File: src/rtl/instr_fetch.sv
// -----------------------------------------------------------------------------
// instr_fetch : IF stage of the veriRISCV 5-stage core.
//
// Owns the fetch PC, issues word fetches on a req/ready/rvalid instruction bus
// (at most one request outstanding), and drives the IF/ID pipeline register.
// A one-entry skid buffer absorbs a response that lands while ID is stalled,
// and a drop flag discards the response of a request made stale by a redirect.
//
// Ports:
//   clk                core clock
//   rst                asynchronous active-low reset
//   if_stall           hold IF/ID (load-use hazard from the HDU)
//   redirect_valid     taken branch/jump: flush IF and refetch from redirect_pc
//   redirect_pc        redirect target, bits [1:0] forced to zero
//   ibus_read          fetch request
//   ibus_addr          word-aligned fetch address
//   ibus_ready         request accepted this cycle when ibus_read=1
//   ibus_rvalid        response valid, one per accepted request
//   ibus_rdata         instruction word of the response
//   if2id_valid        IF/ID holds a valid instruction
//   if2id_pc           PC of if2id_instruction
//   if2id_instruction  fetched instruction word
// -----------------------------------------------------------------------------
module instr_fetch #(
   parameter logic [31:0] RESET_VECTOR = 32'h0000_0000
) (
   input  logic        clk,
   input  logic        rst,
   input  logic        if_stall,
   input  logic        redirect_valid,
   input  logic [31:0] redirect_pc,
   output logic        ibus_read,
   output logic [31:0] ibus_addr,
   input  logic        ibus_ready,
   input  logic        ibus_rvalid,
   input  logic [31:0] ibus_rdata,
   output logic        if2id_valid,
   output logic [31:0] if2id_pc,
   output logic [31:0] if2id_instruction
);

   typedef enum logic [1:0] {
      S_RST  = 2'd0,
      S_REQ  = 2'd1,
      S_WAIT = 2'd2
   } state_t;

   state_t      r_state;
   logic [31:0] r_fetch_pc;
   logic [31:0] r_req_pc;
   logic        r_drop;
   logic        r_buf_valid;
   logic [31:0] r_buf_pc;
   logic [31:0] r_buf_instr;

   logic        w_in_wait;
   logic        w_rvalid_kept;
   logic        w_can_issue;
   logic        w_read;
   logic        w_accept;
   logic [31:0] w_redirect_pc;

   // Request qualification: which response is kept and whether a new fetch may go out
   always_comb begin
      w_in_wait     = (r_state == S_WAIT);
      // rvalid outside S_WAIT is a bus protocol error and never reaches IF/ID
      w_rvalid_kept = w_in_wait & ibus_rvalid & ~r_drop & ~redirect_valid;
      // A kept response that must go to the buffer leaves no room for another
      w_can_issue   = ~r_buf_valid & ~(if_stall & if2id_valid & w_rvalid_kept);
      w_redirect_pc = redirect_pc & 32'hFFFF_FFFC;
      case (r_state)
         S_REQ:   w_read = w_can_issue;
         S_WAIT:  w_read = ibus_rvalid & w_can_issue;
         default: w_read = 1'b0;
      endcase
      w_accept = w_read & ibus_ready;
   end

   assign ibus_read = w_read;
   assign ibus_addr = r_fetch_pc;

   // Fetch FSM: state, fetch PC, PC of the outstanding request and drop flag
   always_ff @(posedge clk or negedge rst) begin
      if (!rst) begin
         r_state    <= S_RST;
         r_fetch_pc <= RESET_VECTOR;
         r_req_pc   <= 32'h0000_0000;
         r_drop     <= 1'b0;
      end else begin
         case (r_state)
            S_RST: begin
               r_state <= S_REQ;
            end
            S_REQ: begin
               if (w_accept) r_state <= S_WAIT;
               else          r_state <= S_REQ;
            end
            S_WAIT: begin
               if (ibus_rvalid) r_state <= w_accept ? S_WAIT : S_REQ;
               else             r_state <= S_WAIT;
            end
            default: begin
               r_state <= S_RST;
            end
         endcase

         // Redirect target overrides the sequential increment
         if (redirect_valid)  r_fetch_pc <= w_redirect_pc;
         else if (w_accept)   r_fetch_pc <= r_fetch_pc + 32'd4;
         else                 r_fetch_pc <= r_fetch_pc;

         // Only one request in flight, so one PC register tags its response
         if (w_accept) r_req_pc <= r_fetch_pc;
         else          r_req_pc <= r_req_pc;

         // Mark stale: a request still in flight, or one accepted under redirect
         if (redirect_valid & ((w_in_wait & ~ibus_rvalid) | w_accept))
            r_drop <= 1'b1;
         else if (w_in_wait & ibus_rvalid)
            r_drop <= 1'b0;
         else
            r_drop <= r_drop;
      end
   end

   // IF/ID register and skid buffer
   always_ff @(posedge clk or negedge rst) begin
      if (!rst) begin
         if2id_valid       <= 1'b0;
         if2id_pc          <= 32'h0000_0000;
         if2id_instruction <= 32'h0000_0000;
         r_buf_valid       <= 1'b0;
         r_buf_pc          <= 32'h0000_0000;
         r_buf_instr       <= 32'h0000_0000;
      end else begin
         if (redirect_valid) begin
            if2id_valid <= 1'b0;
            r_buf_valid <= 1'b0;
         end else if (if_stall & if2id_valid) begin
            // ID is holding: park an arriving instruction in the buffer
            if (w_rvalid_kept) begin
               r_buf_valid <= 1'b1;
               r_buf_pc    <= r_req_pc;
               r_buf_instr <= ibus_rdata;
            end else begin
               r_buf_valid <= r_buf_valid;
            end
         end else if (r_buf_valid) begin
            if2id_valid       <= 1'b1;
            if2id_pc          <= r_buf_pc;
            if2id_instruction <= r_buf_instr;
            r_buf_valid       <= 1'b0;
         end else if (w_rvalid_kept) begin
            if2id_valid       <= 1'b1;
            if2id_pc          <= r_req_pc;
            if2id_instruction <= ibus_rdata;
         end else begin
            if2id_valid <= 1'b0;
         end
      end
   end

endmodule

File: config.mk
export PLATFORM = sky130hd
export DESIGN_NAME = instr_fetch
export DESIGN_NICKNAME = d
export VERILOG_FILES = /design/src/rtl/instr_fetch.sv
export SDC_FILE = /design/constraint.sdc
export NUM_CORES = 1
export LEC_CHECK = 0
export BUFFER_PORTS_ARGS = -buffer_cell sky130_fd_sc_hd__buf_2
export CAP_MARGIN = 5
export CORE_ASPECT_RATIO = 1.5
export CORE_MARGIN = 1.5
export CORE_UTILIZATION = 46
export DETAILED_ROUTE_END_ITERATION = 6
export PLACE_DENSITY = 0.75
export SKIP_LAST_GASP = 1
export SLEW_MARGIN = 10
export SYNTH_ARGS = -nofsm -noshare
export SYNTH_HDL_FRONTEND = slang
export SYNTH_SLANG_ARGS = --single-unit
File: constraint.sdc
create_clock -name clk -period 1.7 [get_ports clk]
set_input_delay 0.085 -clock clk [delete_from_list [all_inputs] [get_ports clk]]
set_output_delay 0.085 -clock clk [all_outputs]
set_load 0.01 [all_outputs]
==> metrics <==
status finished with violations; failing checks negative setup slack; largest area contributor in the netlist dfrtp_1; Reg clk slew, reported paths 0.07 ns; starting density of the core 46.7%; TritonCTS clock tree done; Crit Reg-Reg Endpoint ibus_addr[28]; worst-margin pin slew between 0.6 and 0.7 ns; RSZ-0062 raised after global routing yes; Max stage delay on crit path about 0.40 ns; register area share after synthesis between 50% and 60%; Ant. Diodes 0; GRT Resource Usage Total around a quarter; total CTS buffers 17; WHS Path Cells 4; period utilisation layout 117%; Psw between 5 and 6 mW; antenna viol nets, final 0; 1st-pass router iterations 5; dpl ws -0.311 ns; CP Capture Type flop; I/O Buffers approximately 160; H-tree depth 4; most frequent cell after synthesis dfrtp_1; Post-Syn Area ~0.0083 mm²; WS Path Type flop to flop; top cells by area, synth dfrtp_1, mux2_1, nand2_1; skew final 0.0131 ns; first-pass GRT wire length between 30 and 40 mm; worst hold slack 0.0833 ns; arrival time worst endpoint approximately 2.3 ns; via count a little over 7k; core area around 0.018 mm²; CP max-delay cell dfrtp_1; min cycle time layout 2.00 ns; Die X around 110 µm; vias per cell ~5.5; Comb power frac 32.0%; Final Hold Viols 0; final core occ about three quarters; Int Power 10.1 mW; post-route setup slack -0.295 ns; IO Count 168; r2r worst-path depth 10; nets@finish around 1.2k; Hold Crit Class primary input to flop; Async S/R FF share, synth 100%; Post-Syn Area per Cell ~11 µm²; vias in the first global route 7039; Top FF cell, synth dfrtp_1; Die Y around 170 µm; Final Setup Violations around 190; largest net degree at the start of global routing between 60 and 70; total power 15.2 mW; later-pin clock latency in the skew report approximately 0.43 ns; # DRC 0; CTS Sinks between 150 and 200; crit-path cells inv_2 -> ha_2 -> a21o_1 -> buf_4 -> nand4_4 -> buf_12 -> buf_16 -> nor4_4 -> xnor2_1 -> o21ai_1; DRT iter0 DRCs about 500; fmax 0.501 GHz; max-cap violations 0; setup slack, reg-to-reg -0.30 ns; Sw Ratio 33.7%; Cell variety after synth 43; RR Startpoint r_state[1]; clock network fraction of total power between 20% and 30%; CP Max Fanout 5; grt total ovfl 0; total wire length between 20 and 30 mm; initial antenna violation count 0; Lkg Pwr around 6.4 nW; Worst Hold Endpoint r_state[1]; CP Launch Point r_state[1]; hold path startpoint ibus_rvalid; synthesized flop and latch total about 190; Post-synth EDFFs 0; Startpoint Class flop; dpl hpwl 13.1 mm; synth cell count leaders dfrtp_1, nand2_1, o21ai_1; Mapped Cells roughly 760; Rel. slew slack 59.4%; max-slew violation count 0; Max Root-Sink Buffers 2; sequential share of power about two fifths; GP Congestion approximately 0.86; Clk Tree Root Cell clkbuf_16; DIE AREA 0.0190 mm²; share of post-route cells with drive strength above 1 around half; CP Data Required Time 1.98 ns; Yosys top cell area share a little under three fifths; WL/cell between 20 and 25 µm; num rows 60; Worst VDD drop around 0.76 mV; P&R area growth vs syn 60.5%; synthesis warning total 0; pwr dens between 1000 and 1500 mW/mm²
## per-stage QoR
stage / TNS, ns / cells / cell area [µm²]
2_1_floorplan: -1.79 / 760 / 8450
3_3_place_gp: -16.39 / 1159 / 9940
3_5_place_dp: -21.44 / 1159 / 9940
4_1_cts: -24.82 / 1284 / 12200
5_1_grt: -47.03 / 1319 / 13400
6_report: -36.26 / 1319 / 13400
## power groups by stage
stage	logic (mW)	registers, mW	clock network (mW)
after floorplan	1.48	6.16	0
after global placement	3.13	5.92	0
after detailed placement	3.23	5.96	0
after CTS	3.58	5.89	4.16
after global routing	5.23	6.26	4.36
final	4.86	6.18	4.14
## routing by layer
layer / vias to the layer above / track usage, % / part of all wire (%)
li1: 3266 / - / -
met1: 3680 / 29.3 / 39
met2: 264 / 41.8 / 54
met3: 60 / 3.56 / 3.9
met4: 0 / 7.45 / 3.3
met5: - / 0 / 0
## critical path: cells and delay by family, from the launching register on
family	cells	cell delay, ns
simple gates	2	0.35
fa+ha+maj	1	0.21
compound gates	2	0.20
xor+xnor	1	0.16
buf+inv	4	0.54
flops	1	0.40
## repair_timing
action                     4_1_cts  5_1_grt
buffers inserted                20       22
hold endpoints to repair       146        0
gates resized for setup        125      217
setup endpoints to repair      166      186
pin swaps                       43      128
hold buffers                    64        0
cloned                          10       25
## cells in the final DEF (no fill, tap or decap), drive strengths merged
cell type / instances
dlygate4sd3: 64
ha: 5
clkinv: 4
nor3: 11
buf: 280
o2111ai: 1
and4: 6
inv: 13
nand4: 3
o211ai: 2
mux2i: 63
mux2: 63
a22oi: 1
xnor2: 27
a211o: 4
o21bai: 1
nor2: 6
clkinvlp: 3
nand2b: 1
a21o: 2
o31a: 1
o21ai: 99
nand2: 175
conb: 4
clkbuf: 32
xor2: 1
and3: 2
bufinv: 3
nand3: 10
and3b: 1
nand3b: 2
a21oi: 5
dfrtp: 189
nor4: 14
nor2b: 2
o2111a: 1
and2: 1
## sequential cells by signal, indices dropped and copies added (netlist names), 2 cells and up
signal	cells
r_req_pc	30
r_buf_instr	32
if2id_instruction	32
r_state	2
r_buf_pc	30
ibus_addr	30
if2id_pc	30
## cells by family (layout without fill, tap and decap cells)
logic type	count (synthesis)	after routing	synth area share (%)
xor+xnor	28	28	2.94
buf+inv	60	399	3.24
compound gates	114	117	7.29
simple gates	234	234	13.0
fa+ha+maj	5	5	0.750
flops	189	189	56.7
other cells	1	4	0.0450
mux	126	126	16.1
## how the worst max path moves through the flow
stage / endpoint / slack [ns] / cells after the start
6_report: ibus_addr[28] / -0.30 / 10
5_1_grt: r_req_pc[29] / -0.37 / 11
4_1_cts: ibus_addr[22] / -0.24 / 9
3_5_place_dp: ibus_addr[21] / -0.31 / 8
3_3_place_gp: ibus_addr[21] / -0.27 / 8
2_1_floorplan: ibus_addr[31] / -0.12 / 7
## final cells by class
cell class / count / area (µm²)
Clock buffer: 19 / 443
Sequential cell: 189 / 4730
Clock inverter: 12 / 161
Fill cell: 1069 / 4480
Tap cell: 217 / 272
Multi-Input combinational cell: 514 / 4590
Inverter: 11 / 41.3
Timing Repair Buffer: 357 / 3140
Note: power is estimated with default switching activity, not from simulation.
